### src/rtl/layer_compositor.sv
// Priority compositor for N sprite/score layers over a background, with a dashed
// centre separator, frame-start detection, per-frame enable shadowing and overlap flags.
module layer_compositor #(
  parameter int N_LAYERS        = 4,
  parameter int COLOR_W         = 8,
  parameter int X_POS_W         = 11,
  parameter int Y_POS_W         = 10,
  parameter int SCREEN_H_RES    = 640,
  parameter int SEP_WIDTH       = 4,
  parameter int SEP_PERIOD_LOG2 = 5,
  parameter int SEP_DOT_H       = 16,
  parameter int SEP_PHASE       = 9,
  parameter int FCNT_W          = 16,
  localparam int RGB_W          = 3*COLOR_W
) (
  input  logic                            clk_i,
  input  logic                            rst_i,
  input  logic [X_POS_W-1:0]              x_i,
  input  logic [Y_POS_W-1:0]              y_i,
  input  logic                            visible_i,
  input  logic                            vsync_i,
  input  logic [N_LAYERS-1:0]             layer_on_i,
  input  logic [N_LAYERS-1:0][RGB_W-1:0]  layer_rgb_i,
  input  logic [N_LAYERS-1:0]             layer_en_i,
  input  logic                            sep_en_i,
  input  logic [RGB_W-1:0]                bg_rgb_i,
  output logic [RGB_W-1:0]                rgb_o,
  output logic                            visible_o,
  output logic                            new_frame_o,
  output logic [FCNT_W-1:0]               frame_cnt_o,
  output logic [N_LAYERS-1:0]             overlap_o
);

  localparam logic [X_POS_W-1:0] SEP_LO = X_POS_W'(SCREEN_H_RES/2 - SEP_WIDTH/2);
  localparam logic [X_POS_W-1:0] SEP_HI = X_POS_W'(SCREEN_H_RES/2 + SEP_WIDTH/2);

  logic                           vsync_d;
  logic                           frame_start;
  logic [N_LAYERS-1:0]            layer_en_q;
  logic                           sep_en_q;
  logic [N_LAYERS-1:0]            hit_q;
  logic [N_LAYERS-1:0][RGB_W-1:0] rgb_q;
  logic [RGB_W-1:0]               bg_q;
  logic                           visible_q;
  logic                           sep_hit_q;
  logic [N_LAYERS-1:0]            acc;
  logic [Y_POS_W:0]               y_sum;
  logic                           sep_hit;
  logic                           multi_hit;
  logic [RGB_W-1:0]               layer_pix;
  logic [RGB_W-1:0]               pix_next;

  assign frame_start = vsync_d & ~vsync_i;

  // Dash phase uses one extra bit so the offset add never wraps before the modulo.
  assign y_sum   = {1'b0, y_i} + (Y_POS_W+1)'(SEP_PHASE);
  assign sep_hit = sep_en_q & (x_i > SEP_LO) & (x_i < SEP_HI) &
                   ({1'b0, y_sum[SEP_PERIOD_LOG2-1:0]} < (SEP_PERIOD_LOG2+1)'(SEP_DOT_H));

  // Clearing the lowest set bit leaves something only when two or more layers hit.
  assign multi_hit = (hit_q & (hit_q - N_LAYERS'(1))) != '0;

  always_comb begin
    layer_pix = bg_q;
    for (int i = 0; i < N_LAYERS; i++) begin
      if (hit_q[i]) layer_pix = rgb_q[i];
    end
    if (!visible_q)     pix_next = '0;
    else if (sep_hit_q) pix_next = '1;
    else                pix_next = layer_pix;
  end

  always_ff @(posedge clk_i or posedge rst_i) begin
    if (rst_i) begin
      vsync_d     <= 1'b0;
      new_frame_o <= 1'b0;
      frame_cnt_o <= '0;
      overlap_o   <= '0;
      acc         <= '0;
      layer_en_q  <= '1;
      sep_en_q    <= 1'b1;
    end else begin
      vsync_d     <= vsync_i;
      new_frame_o <= frame_start;
      if (frame_start) begin
        layer_en_q  <= layer_en_i;
        sep_en_q    <= sep_en_i;
        frame_cnt_o <= frame_cnt_o + FCNT_W'(1);
        overlap_o   <= acc;
        acc         <= '0;
      end else if (visible_q && multi_hit) begin
        acc <= acc | hit_q;
      end
    end
  end

  always_ff @(posedge clk_i or posedge rst_i) begin
    if (rst_i) begin
      hit_q     <= '0;
      rgb_q     <= '0;
      bg_q      <= '0;
      visible_q <= 1'b0;
      sep_hit_q <= 1'b0;
      rgb_o     <= '0;
      visible_o <= 1'b0;
    end else begin
      hit_q     <= layer_on_i & layer_en_q;
      rgb_q     <= layer_rgb_i;
      bg_q      <= bg_rgb_i;
      visible_q <= visible_i;
      sep_hit_q <= sep_hit;
      rgb_o     <= pix_next;
      visible_o <= visible_q;
    end
  end

endmodule

### config.mk
export PLATFORM = sky130hd
export DESIGN_NAME = layer_compositor
export DESIGN_NICKNAME = d
export VERILOG_FILES = /design/src/rtl/layer_compositor.sv
export SDC_FILE = /design/constraint.sdc
export NUM_CORES = 1
export LEC_CHECK = 0
export BUFFER_PORTS_ARGS = -buffer_cell sky130_fd_sc_hd__buf_2
export CAP_MARGIN = 20
export CORE_MARGIN = 3
export CORE_UTILIZATION = 45
export DETAILED_ROUTE_END_ITERATION = 8
export PLACE_DENSITY = 0.72
export SLEW_MARGIN = 20
export SYNTH_ARGS = -nofsm -noshare
export SYNTH_HDL_FRONTEND = slang
export SYNTH_SLANG_ARGS = --single-unit
### constraint.sdc
create_clock -name clk_i -period 5.3 [get_ports clk_i]
set_input_delay 0.53 -clock clk_i [delete_from_list [all_inputs] [get_ports clk_i]]
set_output_delay 0.53 -clock clk_i [all_outputs]
set_load 0.03 [all_outputs]
==> summary.md, run 1 <==
| Metric | Value |
|---|---|
| Antenna violations before repair | 1 |
| Die Width | approximately 120 um |
| Crit-path max cell delay | ~0.58 ns |
| Final net count | 804 |
| Clock Path Buffers | 2 |
| Clock buffer count from CTS | 17 |
| Routed len/inst | between 15 and 20 um |
| Critical Path, Cell by Cell | nand2b_1 > o21ai_0 > a31oi_1 |
| Clock share of power | approximately 39% |
| All-Layer GR Usage | a little under a fifth |
| Ys flop type | dfrtp_1 |
| Die Ht | 124 um |
| Power consumption | about 0.0033 W |
| Clk_skew | around 0.010 ns |
| Cell-internal power | 0.00238 W |
| Library cells used by synthesis | 36 |
| Final WL | roughly 14000 um |
| Outcome | finished, final reports clean |
| P&R area growth vs syn | 27.5% |
| Filler-free cell count of the finished design | ~840 |
| TritonCTS clock tree | yes |
| IO Port Bufs | around 190 |
| Worst min path class | primary input to register |
| Worst reg-to-reg setup slack | 3.57 ns |
| Maximum vdd drop | roughly 250 uV |
| Worst slew pin tran | between 1 and 1.5 ns |
| First-pass GRT wire length | ~21000 um |
| Die Area | 0.0153 mm2 |
| Layout cells sized above 1 | about two fifths |
| Post-Place Cells | 806 |
| Worst Path Required | around 5.6 ns |
| Detailed Routing Iterations Pass 1 | 4 |
| # Max-Cap Violations | 0 |
| Clock slew at reported path FFs | about 0.070 ns |
| Ys Warns | 0 |
| Dpl hpwl | slightly above 9000 um |
| Register area share after synthesis | around three quarters |
| CP endpoint kind | register |
| Mean area per synthesized cell | roughly 14 um2 |
| Leak | 3.92 nW |
| Clk sink count | about 180 |
| Leading post-synthesis cells by cell area | dfrtp_1 71%, mux2_2 3.8%, a31oi_1 2.7%, mux2_1 2.3%, a21oi_1 2.2% |
| Synth async-reset ratio | 100% |
| #FFs+latches synth | 182 |
| Commonest cells post-synth | 177 x dfrtp_1, 31 x nand2_1, 27 x a21oi_1, 27 x a31oi_1, 27 x inv_1 |
| Slew HR | about 33% |
| Post-CTS Setup Bufs | 0 |
| Slowest CP cell | nand2b_1 |
| Final Hold Vio Count | 0 |
| Switching share of total power | a little over a quarter |
| Worst Path Arrival | approximately 2.0 ns |
| Overflow after GRT | 0 |
| Largest net degree at the start of global routing | approximately 180 |
| Resized Gates After CTS | 0 |
| Post-route cell area | about 0.008 mm2 |
| Core ar. | approximately 0.013 mm2 |
| Root buf cell | clkbuf_16 |
| Hold buffer count at CTS | 0 |
| Fin Setup TNS | 0 ns |
| Post-DP Area | around 0.0074 mm2 |
| Worst-Skew Late Latency | ~0.43 ns |
| Cell Area, Synth | approximately 0.0062 mm2 |
| Crit Path Category | register to register |
| RSZ-0062 raised after global routing | no |
| FMAX | 577 MHz |
| Most common cell in the netlist | dfrtp_1 |
| Comb pwr share | 12.7% |
| Reg power frac | between 40% and 50% |
| Power density cells | about 410 mW/mm2 |
| Final period util | roughly a third |
| Minimum clock period after layout | 1.73 ns |
| Post-synth EDFFs | 0 |
| Cell taking the most area after synthesis | dfrtp_1 |
| I/O pins | 200 |
| Syn Inst Count | around 460 |
| Initial Utilization | between 40% and 50% |
| Sw Pwr | ~0.00089 W |
| Yosys top cell area share | 70.9% |
| Vias in the first global route | between 4000 and 5000 |
| Post-Route Hold Slack | 0.200 ns |
| Gpl congestion | ~0.86 |
| Antenna viol nets, final | 0 |
| Syn Nets | ~610 |
| Detailed-route DRC error count | 0 |
| Via density | around 4.9 |
| # rows | 42 |
| Worst-path maximum fanout | 23 |
| Vias | about 4100 |
| Max Slew Vio Count | 0 |
| Final Setup Violations | 0 |
| CP Launch Type | register |
| Htree depth | 4 |
| Number of DRC markers in iteration 0 | roughly 210 |
## kinds of logic after synthesis
group	Yosys count	synth area share (%)
mux	34	6.13
simple gates	71	5.99
xor+xnor	16	2.24
fa+ha+maj	1	0.200
buf+inv	51	3.65
compound gates	102	8.76
flops	182	73.0
## cell type report
cell class,count,area (um2)
flip-flops and latches,182,4560
multi-input cells,224,1460
well taps,176,220
clock buffers,18,439
diodes,1,2.50
fillers,1061,5440
inverters,27,105
clock inverters,14,165
repair buffers,197,1010
## power by group through the flow
stage | Sequential, W | Combinational, W | Clock (W)
floorplan | 0.00168 | 0.000185 | 0
global placement | 0.00160 | 0.000408 | 0
detailed placement | 0.00161 | 0.000418 | 0
CTS | 0.00158 | 0.000420 | 0.00130
global route | 0.00159 | 0.000453 | 0.00137
finish | 0.00158 | 0.000414 | 0.00127
## through the flow
step / utilization [%] / setup slack, ns
floorplan: - / 2.44
global placement: 54.9 / 3.64
detailed placement: 54.9 / 3.56
CTS: 59.4 / 3.52
global route: 59.4 / 3.39
finish: 59.4 / 3.57
## registers in the layout, summed over array words and instances, names as in the netlist
signal,count
rgb_q,96
bg_q,24
rgb_o,24
frame_cnt_o,16
acc,4
hit_q,4
layer_en_q,4
overlap_o,4
new_frame_o,1
sep_en_q,1
sep_hit_q,1
visible_o,1
visible_q,1
vsync_d,1
## worst max-delay path: cells and delay by family (launching register included)
kind	cells	cell delay (ns)
DFF	1	0.49
AOI/OAI and AO/OA	2	0.51
and+or+nand+nor	1	0.58
## layer usage
metal	up-vias	global-route usage [%]	part of all wire, %
li1	1923	-	-
met1	2023	21.9	39
met2	145	31.4	51
met3	27	6.13	6.9
met4	0	8.30	2.5
met5	-	0	0
## final timing paths
path,startpoint,end,cells after the start
worst max-delay path,hit_q[3]$_DFF_PP0_,rgb_o[15]$_DFF_PP0_,3
worst min-delay path,layer_rgb_i[56],rgb_q[56]$_DFF_PP0_,1
worst max register to register,hit_q[3]$_DFF_PP0_,rgb_o[15]$_DFF_PP0_,3
worst min register to register,frame_cnt_o[15]$_DFFE_PP0P_,frame_cnt_o[15]$_DFFE_PP0P_,1
max in group asynchronous,rst_i,rgb_q[73]$_DFF_PP0_,3
min in group asynchronous,rst_i,frame_cnt_o[15]$_DFFE_PP0P_,3
## cell usage in the layout (no fill, tap or decap), types with 2 or more instances in the layout
cell,count
buf_2,194
dfrtp_1,175
nand2_1,31
a21oi_1,27
a31oi_1,27
inv_1,26
o21ai_0,24
o21ai_1,23
mux2_2,21
clkbuf_16,17
mux2_1,13
nor2_1,10
xnor2_1,10
nand3_1,6
xor2_1,6
inv_6,6
dfstp_2,5
and2_1,4
clkinvlp_4,3
clkinv_4,3
nor2b_1,2
nand4_1,2
and3_1,2
nor3_2,2
or3_1,2
bufinv_16,2
dfrtp_2,2
buf_4,2
Note: power is estimated with default switching activity, not from simulation.
==> run 2: changes to the inputs <==
==> constraint.sdc (replaced) <==
create_clock -name clk_i -period 1.45 [get_ports clk_i]
set_input_delay 0.145 -clock clk_i [delete_from_list [all_inputs] [get_ports clk_i]]
set_output_delay 0.145 -clock clk_i [all_outputs]
set_load 0.03 [all_outputs]
==> run 2 against run 1 <==
Count of clock-buffer cells in the layout down 1. Largest power group unchanged. Via count up 17%. Sequential share of layout area down 9.5 points. Final cell count up 19%. Highest routed layer unchanged. Critical path depth up 1. Worst setup slack worse by 3.5 ns. Sequential power rose to 3.6 times the previous value. Utilization up 12 points. Clock skew down 0.0032 ns. Combinational power rose to 5.0 times the previous value. Register-to-register slack worse by 3.5 ns. First-iteration DRC count up 6.6%.
==> summary.md, run 2 (synthesized netlist as in run 1, its figures left out) <==
| Metric | Value |
|---|---|
| Outcome | finished, final reports clean |
| Most common cell after layout, fill and taps aside | buf_2 |
| Minimum clock period after layout | 1.41 ns (-0.321 ns) |
| IO Port Bufs | 194 (unchanged) |
| Max Slew Vio Count | 0 (unchanged) |
| Most frequent cells in the layout | 194 x buf_2, 175 x dfrtp_1, 136 x dlygate4sd3_1 |
| Initial Utilization | 46.6% (unchanged) |
| Clock Path Buffers | 2 (unchanged) |
| Crit path from | hit_q[0]$_DFF_PP0_ |
| Overflow after GRT | 0 (unchanged) |
| Die Width | 124 um (unchanged) |
| Worst min path class | primary input to register |
| Clk sink count | 182 (unchanged) |
| Power density cells | 1290 mW/mm2 (+210%) |
| Clock slew at reported path FFs | 0.07 ns (about the same) |
| Worst Path Required | 1.75 ns (-3.82 ns) |
| Fin Setup TNS | 0 ns (unchanged) |
| Worst setup path endpoint | rgb_o[9]$_DFF_PP0_ |
| FF-to-FF End | rgb_o[9]$_DFF_PP0_ |
| CP endpoint kind | register |
| Final net count | 965 (+20%) |
| Largest net degree at the start of global routing | 70 (-62%) |
| I/O pins | 200 (unchanged) |
| # Max-Cap Violations | 0 (unchanged) |
| Worst reg-to-reg setup slack | 0.04 ns (-3.53 ns) |
| Worst Path Arrival | 1.72 ns (-0.28 ns) |
| Dpl hpwl | 10500 um (+15%) |
| All-Layer GR Usage | 23.6% (+5.0 points) |
| Gpl congestion | 0.849 (-0.77%) |
| Die Ht | 124 um (unchanged) |
| Final period util | 97.3% (+65 points) |
| # rows | 42 (unchanged) |
| Worst slew pin tran | 0.350 ns (-0.659 ns) |
| Antenna violations before repair | 0 (-1) |
| First-pass GRT wire length | 26900 um (+27%) |
| Core ar. | 0.0134 mm2 (unchanged) |
| Leak | 4.62 nW (+18%) |
| Via density | 4.83 (-1.6%) |
| Worst R2R Start | hit_q[0]$_DFF_PP0_ |
| Worst-path maximum fanout | 8 (-65%) |
| Final WL | 17500 um (+26%) |
| P&R area growth vs syn | 52.8% |
| Htree depth | 4 (unchanged) |
| Slew HR | 76.6% (+44 points) |
| Clk_skew | 0.00714 ns (-0.00320 ns) |
| Final Setup Violations | 0 (unchanged) |
| Final Hold Vio Count | 0 (unchanged) |
| TritonCTS clock tree | yes |
| Post-layout util | 71.2% (+12 points) |
| Antenna Cells | 0 (-1) |
| Largest register FFs | 96 (unchanged) |
| Maximum vdd drop | 876 uV (+260%) |
| Layout cells sized above 1 | 35.6% (-4.4 points) |
| Number of DRC markers in iteration 0 | 225 (+6.6%) |
| Die Area | 0.0153 mm2 (unchanged) |
| Vias | 4825 (+17%) |
| Filler Cell Count | 884 (-17%) |
| Top reg by flops | rgb_q |
| Post-DP Area | 0.00757 mm2 (+3.0%) |
| CP Launch Type | register |
| Worst R2R Path Depth | 4 (+1) |
| Power consumption | 0.0123 W (+280%) |
| Clock buffer count from CTS | 17 (unchanged) |
| Worst-Skew Late Latency | 0.43 ns (about the same) |
| Crit Path Category | register to register |
| Antenna viol nets, final | 0 (unchanged) |
| Detailed-route DRC error count | 0 (unchanged) |
| FMAX | 709 MHz (+23%) |
| Vias in the first global route | 5385 (+27%) |
| Post-route cell area | 0.00954 mm2 (+20%) |
| Routed len/inst | 17.6 um (+5.7%) |
| Biggest registers after layout | rgb_q x96, bg_q x24, rgb_o x24 |
| Root buf cell | clkbuf_16 |
| RSZ-0062 raised after global routing | yes |
| Detailed Routing Iterations Pass 1 | 5 (+1) |
[run 2: cell types whose count changed in the layout (fill, tap and decap cells not counted), sizes merged]
cell | previous run | this run
buf | 197 | 222
bufinv | 2 | 1
clkbuf | 18 | 17
clkinv | 3 | 5
dlygate4sd3 | 0 | 136
diode | 1 | 0
[run 2: critical path, stage by stage (launching register included)]
cell and delay [ns]:
dfrtp_1 0.40, buf_4 0.21, mux2_1 0.35, o21ai_1 0.20, a31oi_1 0.12
[run 2: what timing repair did]
| action | 4_1_cts | 5_1_grt |
|---|---|---|
| hold endpoints to repair | 162 | 0 |
| buffers inserted | 0 | 1 |
| gates resized for setup | 0 | 5 |
| hold buffers | 136 | 0 |
| setup endpoints to repair | 0 | 2 |
[run 2: per-stage QoR]
step | hold WS, ns | setup WS, ns | cells
3_5_place_dp | 0.134 | 0.0667 | 830
3_3_place_gp | 0.131 | 0.0709 | 830
6_report | 0.00229 | 0.0387 | 999
2_1_floorplan | 0.176 | -1.03 | 457
5_1_grt | 0.00525 | -0.0185 | 999
4_1_cts | 0.000460 | 0.0365 | 998
[run 2: cell type report]
cell class              instances  area, um2  area share (%)
repair buffers                358       2600            27.2
clock inverters                15        161            1.69
flip-flops and latches        182       4560            47.8
inverters                      27        105            1.10
clock buffers                  17        425            4.46
multi-input cells             224       1470            15.4
well taps                     176        220            2.31
[run 2: worst min path at each step]
stage	start	end	slack, ns	cells past startpoint
3_3_place_gp	rst_i	bg_q[21]$_DFF_PP0_	0.13	2
5_1_grt	y_i[4]	sep_hit_q$_DFF_PP0_	0.005	3
6_report	y_i[4]	sep_hit_q$_DFF_PP0_	0.002	3
3_5_place_dp	rst_i	bg_q[19]$_DFF_PP0_	0.13	2
2_1_floorplan	bg_rgb_i[0]	bg_q[0]$_DFF_PP0_	0.18	0
4_1_cts	y_i[4]	sep_hit_q$_DFF_PP0_	0.0005	3
[run 2: metal layers]
metal  routed length, um  GRT usage [%]  share of wire (%)  vias up
met5                   0              0                  0        -
met3                1040           6.22                5.9       44
met4                 567           10.9                3.2        0
met1                6490           25.5                 37     2340
met2                9440           43.1                 54      201
li1                    -              -                  -     2240
[run 2: power breakdown]
part           switching [W]  internal, W
logic                0.00118     0.000918
registers           0.000213      0.00549
clock network        0.00207      0.00244
total                0.00346      0.00885
==> run 3: changes to the inputs <==
--- a/config.mk
+++ b/config.mk
@@ -10,7 +10,8 @@
 export CORE_MARGIN = 3
 export CORE_UTILIZATION = 45
 export DETAILED_ROUTE_END_ITERATION = 8
-export PLACE_DENSITY = 0.72
+export PLACE_DENSITY = 0.79
+export SETUP_SLACK_MARGIN = 0.2
 export SLEW_MARGIN = 20
 export SYNTH_ARGS = -nofsm -noshare
 export SYNTH_HDL_FRONTEND = slang
==> run 3 against run 2 <==
Sequential cell count unchanged. Wire length increased by 11%. Clock skew increased by 0.0037 ns. Non-clock buffer count increased by 11. Final area increased by 4.5%. Clock power about the same. First-iteration DRC count increased by 55%. Hold slack improved by 0.071 ns. Worst setup slack got worse by 0.014 ns. Largest cell class unchanged.
==> summary.md, run 3 (synthesized netlist as in run 1, its figures left out) <==
| Metric | Value |
|---|---|
| Worst reg-to-reg setup slack | 0.02 ns (about the same) |
| Power density cells | 1290 mW/mm2 (-0.32%) |
| Clock buffer count from CTS | 17 (unchanged) |
| Clk sink count | 182 (unchanged) |
| RSZ-0062 raised after global routing | yes |
| Largest net degree at the start of global routing | 70 (unchanged) |
| Detailed-route DRC error count | 0 (unchanged) |
| Clock Path Buffers | 2 (unchanged) |
| Post-Place Cells | 828 (-0.24%) |
| TritonCTS clock tree | yes |
| Vias in the first global route | 5599 (+4.0%) |
| Clock slew at reported path FFs | 0.08 ns (about the same) |
| Detailed Routing Iterations Pass 1 | 4 (-1) |
| Leak | 4.81 nW (+4.1%) |
| Core ar. | 0.0134 mm2 (unchanged) |
| Die Area | 0.0153 mm2 (unchanged) |
| Initial Utilization | 46.6% (unchanged) |
| FMAX | 702 MHz (-0.98%) |
| Worst slew pin tran | 0.353 ns (+0.00257 ns) |
| Biggest registers after layout | rgb_q x96, bg_q x24, rgb_o x24 |
| Final Setup Violations | 0 (unchanged) |
| Worst-Skew Late Latency | 0.43 ns (about the same) |
| CP Launch Type | register |
| Vias | 5036 (+4.4%) |
| Htree depth | 4 (unchanged) |
| Largest register FFs | 96 (unchanged) |
| Final Hold Vio Count | 0 (unchanged) |
| Most frequent cells in the layout | 187 x buf_2, 170 x dfrtp_1, 137 x dlygate4sd3_1 |
| Dpl hpwl | 10600 um (+0.32%) |
| All-Layer GR Usage | 24.7% (+1.1 points) |
| Die Width | 124 um (unchanged) |
| Clk_skew | 0.0108 ns (+0.00369 ns) |
| Gpl congestion | 0.831 (-2.2%) |
| Via density | 4.98 (+3.0%) |
| Die Ht | 124 um (unchanged) |
| Top reg by flops | rgb_q |
| Final net count | 976 (+1.1%) |
| Final WL | 19400 um (+11%) |
| I/O pins | 200 (unchanged) |
| Worst-path maximum fanout | 8 (unchanged) |
| Maximum vdd drop | 879 uV (+0.32%) |
| Post-route cell area | 0.00997 mm2 (+4.5%) |
| Overflow after GRT | 0 (unchanged) |
| Crit Path Category | register to register |
| Root buf cell | clkbuf_16 |
| Minimum clock period after layout | 1.43 ns (+0.0140 ns) |
| Antenna violations before repair | 2 (+2) |
| Fin Setup TNS | 0 ns (unchanged) |
| # rows | 42 (unchanged) |
| IO Port Bufs | 194 (unchanged) |
| Post-DP Area | 0.00759 mm2 (+0.30%) |
| First-pass GRT wire length | 28300 um (+5.2%) |
| Max Slew Vio Count | 0 (unchanged) |
| Worst Path Arrival | 1.73 ns (about the same) |
| Final period util | 98.3% (+0.96 points) |
| Routed len/inst | 19.2 um (+9.5%) |
| Layout cells sized above 1 | 42.3% (+6.7 points) |
| Crit-path max cell delay | 0.49 ns (+0.09 ns) |
| P&R area growth vs syn | 59.7% |
| Worst Path Required | 1.75 ns (about the same) |
| # Max-Cap Violations | 0 (unchanged) |
| Slowest CP cell | dfrtp_2 |
| Worst min path class | primary input to register |
| Filler-free cell count of the finished design | 1012 (+1.3%) |
| Antenna viol nets, final | 0 (unchanged) |
| Outcome | finished, final reports clean |
| Slew HR | 76.5% (-0.17 points) |
| Critical Path, Cell by Cell | clkbuf_16 > mux2_4 > o21ai_1 > a31oi_1 |
| Number of DRC markers in iteration 0 | 348 (+55%) |
| Most common cell after layout, fill and taps aside | buf_2 |
| CP endpoint kind | register |
## run 3: worst max-delay path: cells and delay by family, from the launching register on
| family | cells | cell delay (ns) |
|---|---|---|
| multiplexers | 1 | 0.30 |
| AO/OA/AOI/OAI | 2 | 0.29 |
| flip-flops | 1 | 0.49 |
| buffers and inverters | 1 | 0.22 |
## run 3: area by class of cell
class,count,area (um2)
diodes,2,5.00
clock buffers,17,425
clock inverters,15,153
fillers,808,3430
inverters,27,105
multi-input cells,224,1700
flip-flops and latches,182,4570
well taps,176,220
repair buffers,369,2800
## run 3: path summary, 6_finish.rpt
check	startpoint	to	depth (start not counted)
setup reg to reg	hit_q[0]$_DFF_PP0_	rgb_o[7]$_DFF_PP0_	4
min in group asynchronous	rst_i	frame_cnt_o[14]$_DFFE_PP0P_	3
hold reg to reg	frame_cnt_o[15]$_DFFE_PP0P_	frame_cnt_o[15]$_DFFE_PP0P_	1
max in group asynchronous	rst_i	bg_q[13]$_DFF_PP0_	5
setup / recovery	hit_q[0]$_DFF_PP0_	rgb_o[7]$_DFF_PP0_	4
hold / removal	x_i[2]	sep_hit_q$_DFF_PP0_	4
## run 3: power breakdown
group | leakage [nW] | internal, W | switching (W)
logic | 2.35 | 0.00124 | 0.00135
clock network | 0.284 | 0.00231 | 0.00217
registers | 2.18 | 0.00550 | 0.000248
total | 4.81 | 0.00905 | 0.00377
## run 3: what timing repair did
item,CTS,global route
setup buffers,5,5
gates cloned,1,2
endpoints found under the hold margin,238,0
hold buffers,137,0
setup endpoints to repair,34,56
gates resized for setup,15,77
pin swaps,13,31
## run 3: per-layer routing
metal  GRT usage [%]  part of all wire [%]
met1            27.8                    35
met2            43.9                    55
met3            5.45                   5.6
met4            12.9                   4.1
met5               0                     0
## run 3: stage by stage
stage | setup slack, ns | total power (W) | util (%) | hold slack (ns)
floorplan | -1.03 | 0.00681 | - | 0.176
global placement | 0.126 | 0.00747 | 56.7 | 0.0705
detailed placement | 0.0957 | 0.00755 | 56.7 | 0.0714
CTS | 0.0914 | 0.0124 | 71.9 | 0.0491
global route | -0.0892 | 0.0133 | 74.4 | 0.0913
finish | 0.0247 | 0.0128 | 74.4 | 0.0737
